File: src/rtl/riscv_pkg.sv
// Shared RISC-V definitions for the EX/MEM stage: branch funct3 codes and the
// stage FSM state encoding.
package riscv_pkg;

    localparam logic [2:0] BEQ  = 3'b000;
    localparam logic [2:0] BNE  = 3'b001;
    localparam logic [2:0] BLT  = 3'b100;
    localparam logic [2:0] BGE  = 3'b101;
    localparam logic [2:0] BLTU = 3'b110;
    localparam logic [2:0] BGEU = 3'b111;

    typedef enum logic [0:0] {
        NORMAL = 1'b0,
        SQUASH = 1'b1
    } ex_state_e;

    // JALR targets drop bit 0 of the computed address.
    function automatic logic [31:0] jalr_target(input logic [31:0] sum);
        return {sum[31:1], 1'b0};
    endfunction

endpackage

File: src/rtl/unidade_branch.sv
// Combinational branch condition evaluation from funct3 and the ALU status flags.
module unidade_branch
    import riscv_pkg::*;
(
    input  logic [2:0] funct3,
    input  logic       zero,
    input  logic       less,
    input  logic       less_unsigned,
    output logic       condition
);

    always_comb begin
        condition = 1'b0;
        case (funct3)
            BEQ:     condition = zero;
            BNE:     condition = ~zero;
            BLT:     condition = less;
            BGE:     condition = ~less;
            BLTU:    condition = less_unsigned;
            BGEU:    condition = ~less_unsigned;
            default: condition = 1'b0;
        endcase
    end

endmodule

File: src/rtl/estagio_ex_mem.sv
// EX/MEM pipeline register with branch/jump resolution, one-cycle fetch redirect
// and wrong-path squash. Define MISALIGN_TRAP_EN to trap on targets with bit 1 set.
module estagio_ex_mem
    import riscv_pkg::*;
(
    input  logic        clk,
    input  logic        reset,
    input  logic [31:0] alu_result,
    input  logic        zero,
    input  logic        less,
    input  logic        less_unsigned,
    input  logic [31:0] pc_in,
    input  logic [31:0] imm_in,
    input  logic [31:0] rs2_in,
    input  logic [4:0]  rd_in,
    input  logic [2:0]  funct3_in,
    input  logic        valid_in,
    input  logic        branch_in,
    input  logic        jal_in,
    input  logic        jalr_in,
    input  logic        reg_write_in,
    input  logic        mem_read_in,
    input  logic        mem_write_in,
    input  logic        stall,
    input  logic        flush,
    output logic        valid_out,
    output logic        reg_write_out,
    output logic        mem_read_out,
    output logic        mem_write_out,
    output logic [31:0] result_out,
    output logic [31:0] rs2_out,
    output logic [4:0]  rd_out,
    output logic        redirect,
    output logic [31:0] redirect_pc,
    output logic        misaligned_trap
);

    ex_state_e   state_reg;
    ex_state_e   state_next;
    logic        condition;
    logic        taken;
    logic        misaligned;
    logic        squashing;
    logic        keep;
    logic        redirect_take;
    logic [31:0] target;
    logic [31:0] link;

    unidade_branch u_branch (
        .funct3        (funct3_in),
        .zero          (zero),
        .less          (less),
        .less_unsigned (less_unsigned),
        .condition     (condition)
    );

    assign taken  = valid_in & (jal_in | jalr_in | (branch_in & condition));
    assign target = jalr_in ? jalr_target(alu_result) : pc_in + imm_in;
    assign link   = pc_in + 32'd4;

`ifdef MISALIGN_TRAP_EN
    assign misaligned = taken & target[1];
`else
    assign misaligned = 1'b0;
`endif

    // The instruction right behind a taken control transfer is on the wrong path.
    assign squashing     = (state_reg == SQUASH);
    assign keep          = valid_in & ~squashing;
    assign redirect_take = keep & taken & ~misaligned;
    assign state_next    = redirect_take ? SQUASH : NORMAL;

    always_ff @(posedge clk or posedge reset) begin
        if (reset) begin
            state_reg       <= NORMAL;
            valid_out       <= 1'b0;
            reg_write_out   <= 1'b0;
            mem_read_out    <= 1'b0;
            mem_write_out   <= 1'b0;
            result_out      <= 32'h0;
            rs2_out         <= 32'h0;
            rd_out          <= 5'h0;
            redirect        <= 1'b0;
            redirect_pc     <= 32'h0;
            misaligned_trap <= 1'b0;
        end else if (flush) begin
            state_reg       <= NORMAL;
            valid_out       <= 1'b0;
            reg_write_out   <= 1'b0;
            mem_read_out    <= 1'b0;
            mem_write_out   <= 1'b0;
            redirect        <= 1'b0;
            misaligned_trap <= 1'b0;
        end else if (stall) begin
            // Pulses must not be replayed while the stage is held.
            redirect        <= 1'b0;
            misaligned_trap <= 1'b0;
        end else begin
            state_reg       <= state_next;
            valid_out       <= keep;
            reg_write_out   <= keep & reg_write_in & ~misaligned;
            mem_read_out    <= keep & mem_read_in;
            mem_write_out   <= keep & mem_write_in;
            result_out      <= (jal_in | jalr_in) ? link : alu_result;
            rs2_out         <= rs2_in;
            rd_out          <= rd_in;
            redirect        <= redirect_take;
            redirect_pc     <= target;
            misaligned_trap <= keep & misaligned;
        end
    end

endmodule

File: config.mk
export PLATFORM = sky130hd
export DESIGN_NAME = estagio_ex_mem
export DESIGN_NICKNAME = d
export VERILOG_FILES = /design/src/rtl/riscv_pkg.sv /design/src/rtl/unidade_branch.sv /design/src/rtl/estagio_ex_mem.sv
export SDC_FILE = /design/constraint.sdc
export NUM_CORES = 1
export LEC_CHECK = 0
export ABC_CLOCK_PERIOD_IN_PS = 5600
export CORE_AREA = 2 2 153 155
export CTS_BUF_LIST = sky130_fd_sc_hd__clkbuf_2 sky130_fd_sc_hd__clkbuf_4 sky130_fd_sc_hd__clkbuf_8
export DETAILED_ROUTE_END_ITERATION = 12
export DIE_AREA = 0 0 155 157
export SLEW_MARGIN = 20
export SYNTH_ARGS = -nofsm -noshare
export SYNTH_HDL_FRONTEND = slang
export SYNTH_SLANG_ARGS = --single-unit
export TNS_END_PERCENT = 20
File: constraint.sdc
create_clock -name clk -period 5.6 [get_ports clk]
set_input_delay 1.68 -clock clk [delete_from_list [all_inputs] [get_ports clk]]
set_output_delay 1.68 -clock clk [all_outputs]
set_load 0.1 [all_outputs]
==> summary.md <==
| Metric | Value |
|---|---|
| Vias in the first global route | `6736` |
| Max stage delay on crit path | `0.45 ns` |
| CORE AREA | `roughly 0.023 mm2` |
| # clock sinks | `107` |
| Commonest register cell after synthesis | `dfrtp_1` |
| GPL Wtd Cong | `0.870` |
| Avg Inst Size Synth | `between 7 and 8 um2` |
| Final hold vios | `0` |
| Vias per inst | `4.98` |
| Sw Pwr | `~1500 uW` |
| Total wire length | `between 20 and 25 mm` |
| Hold Slack | `0.483 ns` |
| First-pass GRT wire length | `approximately 37 mm` |
| Unrepaired setup endpoints after global routing | `false` |
| Final min period | `4.59 ns` |
| Layout net count | `1252` |
| Peak Freq | `between 0.2 and 0.25 GHz` |
| Rel. slew slack | `0.263` |
| Num ports | `between 200 and 300` |
| Share of cells above drive strength 1 | `0.0363` |
| Sequential share of power | `0.303` |
| Largest net degree at the start of global routing | `65` |
| Internal cell power | `1570 uW` |
| Yosys top cell area share | `0.400` |
| Row Count | `55` |
| Most common cell in the netlist | `nand2_1` |
| Warnings from Yosys | `0` |
| Setup crit start kind | `input port` |
| Top post-synthesis cells by area | `dfrtp_1, nand2_1, a21oi_1` |
| Synth unique cells | `50` |
| Critical Path AT | `4.84 ns` |
| Chip height | `157 um` |
| Layout area overhead | `44.9%` |
| Post-route DRC | `0` |
| Crit-path slowest cell | `fa_1` |
| Initial Utilization | `0.298` |
| Synth Register Bits | `around 110` |
| Net Sw Frac | `0.495` |
| TritonCTS clock tree | `yes` |
| CTS Hold Buffers Added | `0` |
| Area of the multi-input gates | `0.00381 mm2` |
| Yosys top cell by area | `dfrtp_1` |
| Period utilization | `0.820` |
| Sequential fraction of the synthesis area | `0.400` |
| Final Util | `0.431` |
| Post-synthesis cell count | `845` |
| Die X | `155 um` |
| First DRT Iteration DRCs | `428` |
| Static leakage power | `0.00416 uW` |
| WL/cell | `about 17 um` |
| Root buffer cell | `clkbuf_8` |
| Synth cell count leaders | `nand2_1, dfrtp_1, nor2_1` |
| Post-Syn Area | `about 0.0067 mm2` |
| WP data required | `5.85 ns` |
| Grt ovf | `0` |
| Clock skew | `about 0.0033 ns` |
| DP HPWL | `18.6 mm` |
| Die footprint | `0.0243 mm2` |
| Cell-by-cell listing of the critical path | `clkdlybuf4s50_1 -> ha_1 -> fa_1 -> a21o_2 -> a221o_1 -> a211o_1 -> a221oi_2 -> nor2_1 -> a21boi_1 -> xor2_1 -> o22ai_1` |
| Routed via count | `6772` |
| DRT antenna net count | `0` |
| I/O Buffers | `between 200 and 300` |
| Worst-path fanout max | `4` |
| Setup Fix Bufs, Post-CTS | `0` |
| Clk_lat worst skew | `0.38 ns` |
| EDFF count, synth | `0` |
| Reg clk slew, reported paths | `around 0.1 ns` |
| Status | `complete, no violations` |
| Slew Limit Fails | `0` |
| 1st-pass router iterations | `5` |
| Pwr/cell area | `320 mW/mm2` |
| Logic gate share of total power | `0.519` |
| Worst ir drop on vdd | `about 0.00016 V` |
| CP Capture Type | `flop` |
| Max cap viols | `0` |
| PostCTS Resize Cnt | `0` |
| Post-synth ARST share | `1.00` |
| Type of the most critical hold path | `reg -> reg` |
| Fill cell count | `around 2200` |
| Syn_nets | `1028` |
| Finish-stage setup viols | `0` |
| Storage cell area | `0.00268 mm2` |
| Worst-margin pin slew | `1.10 ns` |
| Clock buffer depth | `2` |
| Clock group share of total power | `0.179` |
| H-tree depth | `3` |
| WS Path Type | `in -> reg` |
| TritonCTS Buffers | `9` |
| Gr usage total | `0.194` |
| Initial antenna violation count | `1` |
| Setup_tns | `0 ns` |
metal layers:
metal | track usage | part of all wire | vias up
met5 | 0 | 0 | -
met4 | 0.0758 | 0.030 | 0
met1 | 0.259 | 0.44 | 3169
met2 | 0.316 | 0.47 | 231
met3 | 0.0292 | 0.060 | 32
li1 | - | - | 3340
stage by stage:
| step | total power [uW] | cell area (um2) | setup slack, ns | cells |
|---|---|---|---|---|
| 2_1_floorplan | 2090 | 6700 | 1.10 | 845 |
| 3_3_place_gp | 2560 | 9480 | 0.703 | 1343 |
| 4_1_cts | 3130 | 9700 | 1.06 | 1359 |
| 6_report | 3100 | 9710 | 1.01 | 1360 |
| 5_1_grt | 3240 | 9700 | 0.879 | 1359 |
| 3_5_place_dp | 2570 | 9480 | 0.632 | 1343 |
power groups by stage:
stage	sequential (uW)	combinational, uW	clock (uW)
floorplan	1750	339	0
global placement	952	1610	0
detailed placement	956	1610	0
CTS	940	1620	575
global route	953	1690	599
finish	939	1610	554
sequential cells by signal, summed over array words and instances, names as in the netlist:
name           flops
redirect           1
mem_write_out      1
result_out        32
mem_read_out       1
valid_out          1
squashing          1
redirect_pc       32
rd_out             5
reg_write_out      1
rs2_out           32
critical path, delay by kind of cell:
family          cells  cell delay (ns)
xor+xnor            1             0.16
simple gates        1             0.17
compound gates      6             1.69
fa+ha+maj           2             0.69
buf+inv             1             0.44
worst paths after layout:
| check | startpoint | endpoint | cells after the start | slack [ns] |
|---|---|---|---|---|
| worst max-delay path | pc_in[0] | redirect_pc[26] | 11 | 1.01 |
| worst min-delay path | rs2_out[23] | rs2_out[23] | 2 | 0.48 |
| worst max register to register | squashing | reg_write_out | 5 | 4.58 |
| worst min register to register | rs2_out[23] | rs2_out[23] | 2 | 0.48 |
| max in group asynchronous | reset | result_out[3] | 3 | 2.88 |
| min in group asynchronous | reset | rs2_out[24] | 2 | 1.80 |
cell usage in the layout (no fill, tap or decap), types with 14 or more instances in the layout:
cell               n
dfrtp_1          107
a21o_1            14
xor2_1            23
xnor2_1           34
a21oi_1           83
nand4_1           16
nand3_1           17
nand2_1          191
ha_1              32
and3_1            14
o21ai_0           82
clkdlybuf4s50_1  254
nor2_1            84
cells by family after synthesis:
group,synth area share
and+or+nand+nor,0.232
other,0.000560
xor gates and xnor gates,0.0745
DFF,0.400
muxes,0.00448
AOI/OAI and AO/OA,0.192
buffers and inverters,0.0342
adders and majority gates,0.0628
final cells by class:
| cell class | instances | share of cell area |
|---|---|---|
| Clock buffer | 9 | 0.0128 |
| Multi-Input combinational cell | 679 | 0.392 |
| Clock inverter | 7 | 0.0103 |
| Sequential cell | 107 | 0.276 |
| Tap cell | 285 | 0.0367 |
| Inverter | 11 | 0.00451 |
| Antenna cell | 1 | 0.000258 |
| Timing Repair Buffer | 261 | 0.267 |
(Power assumes the default switching activity.)
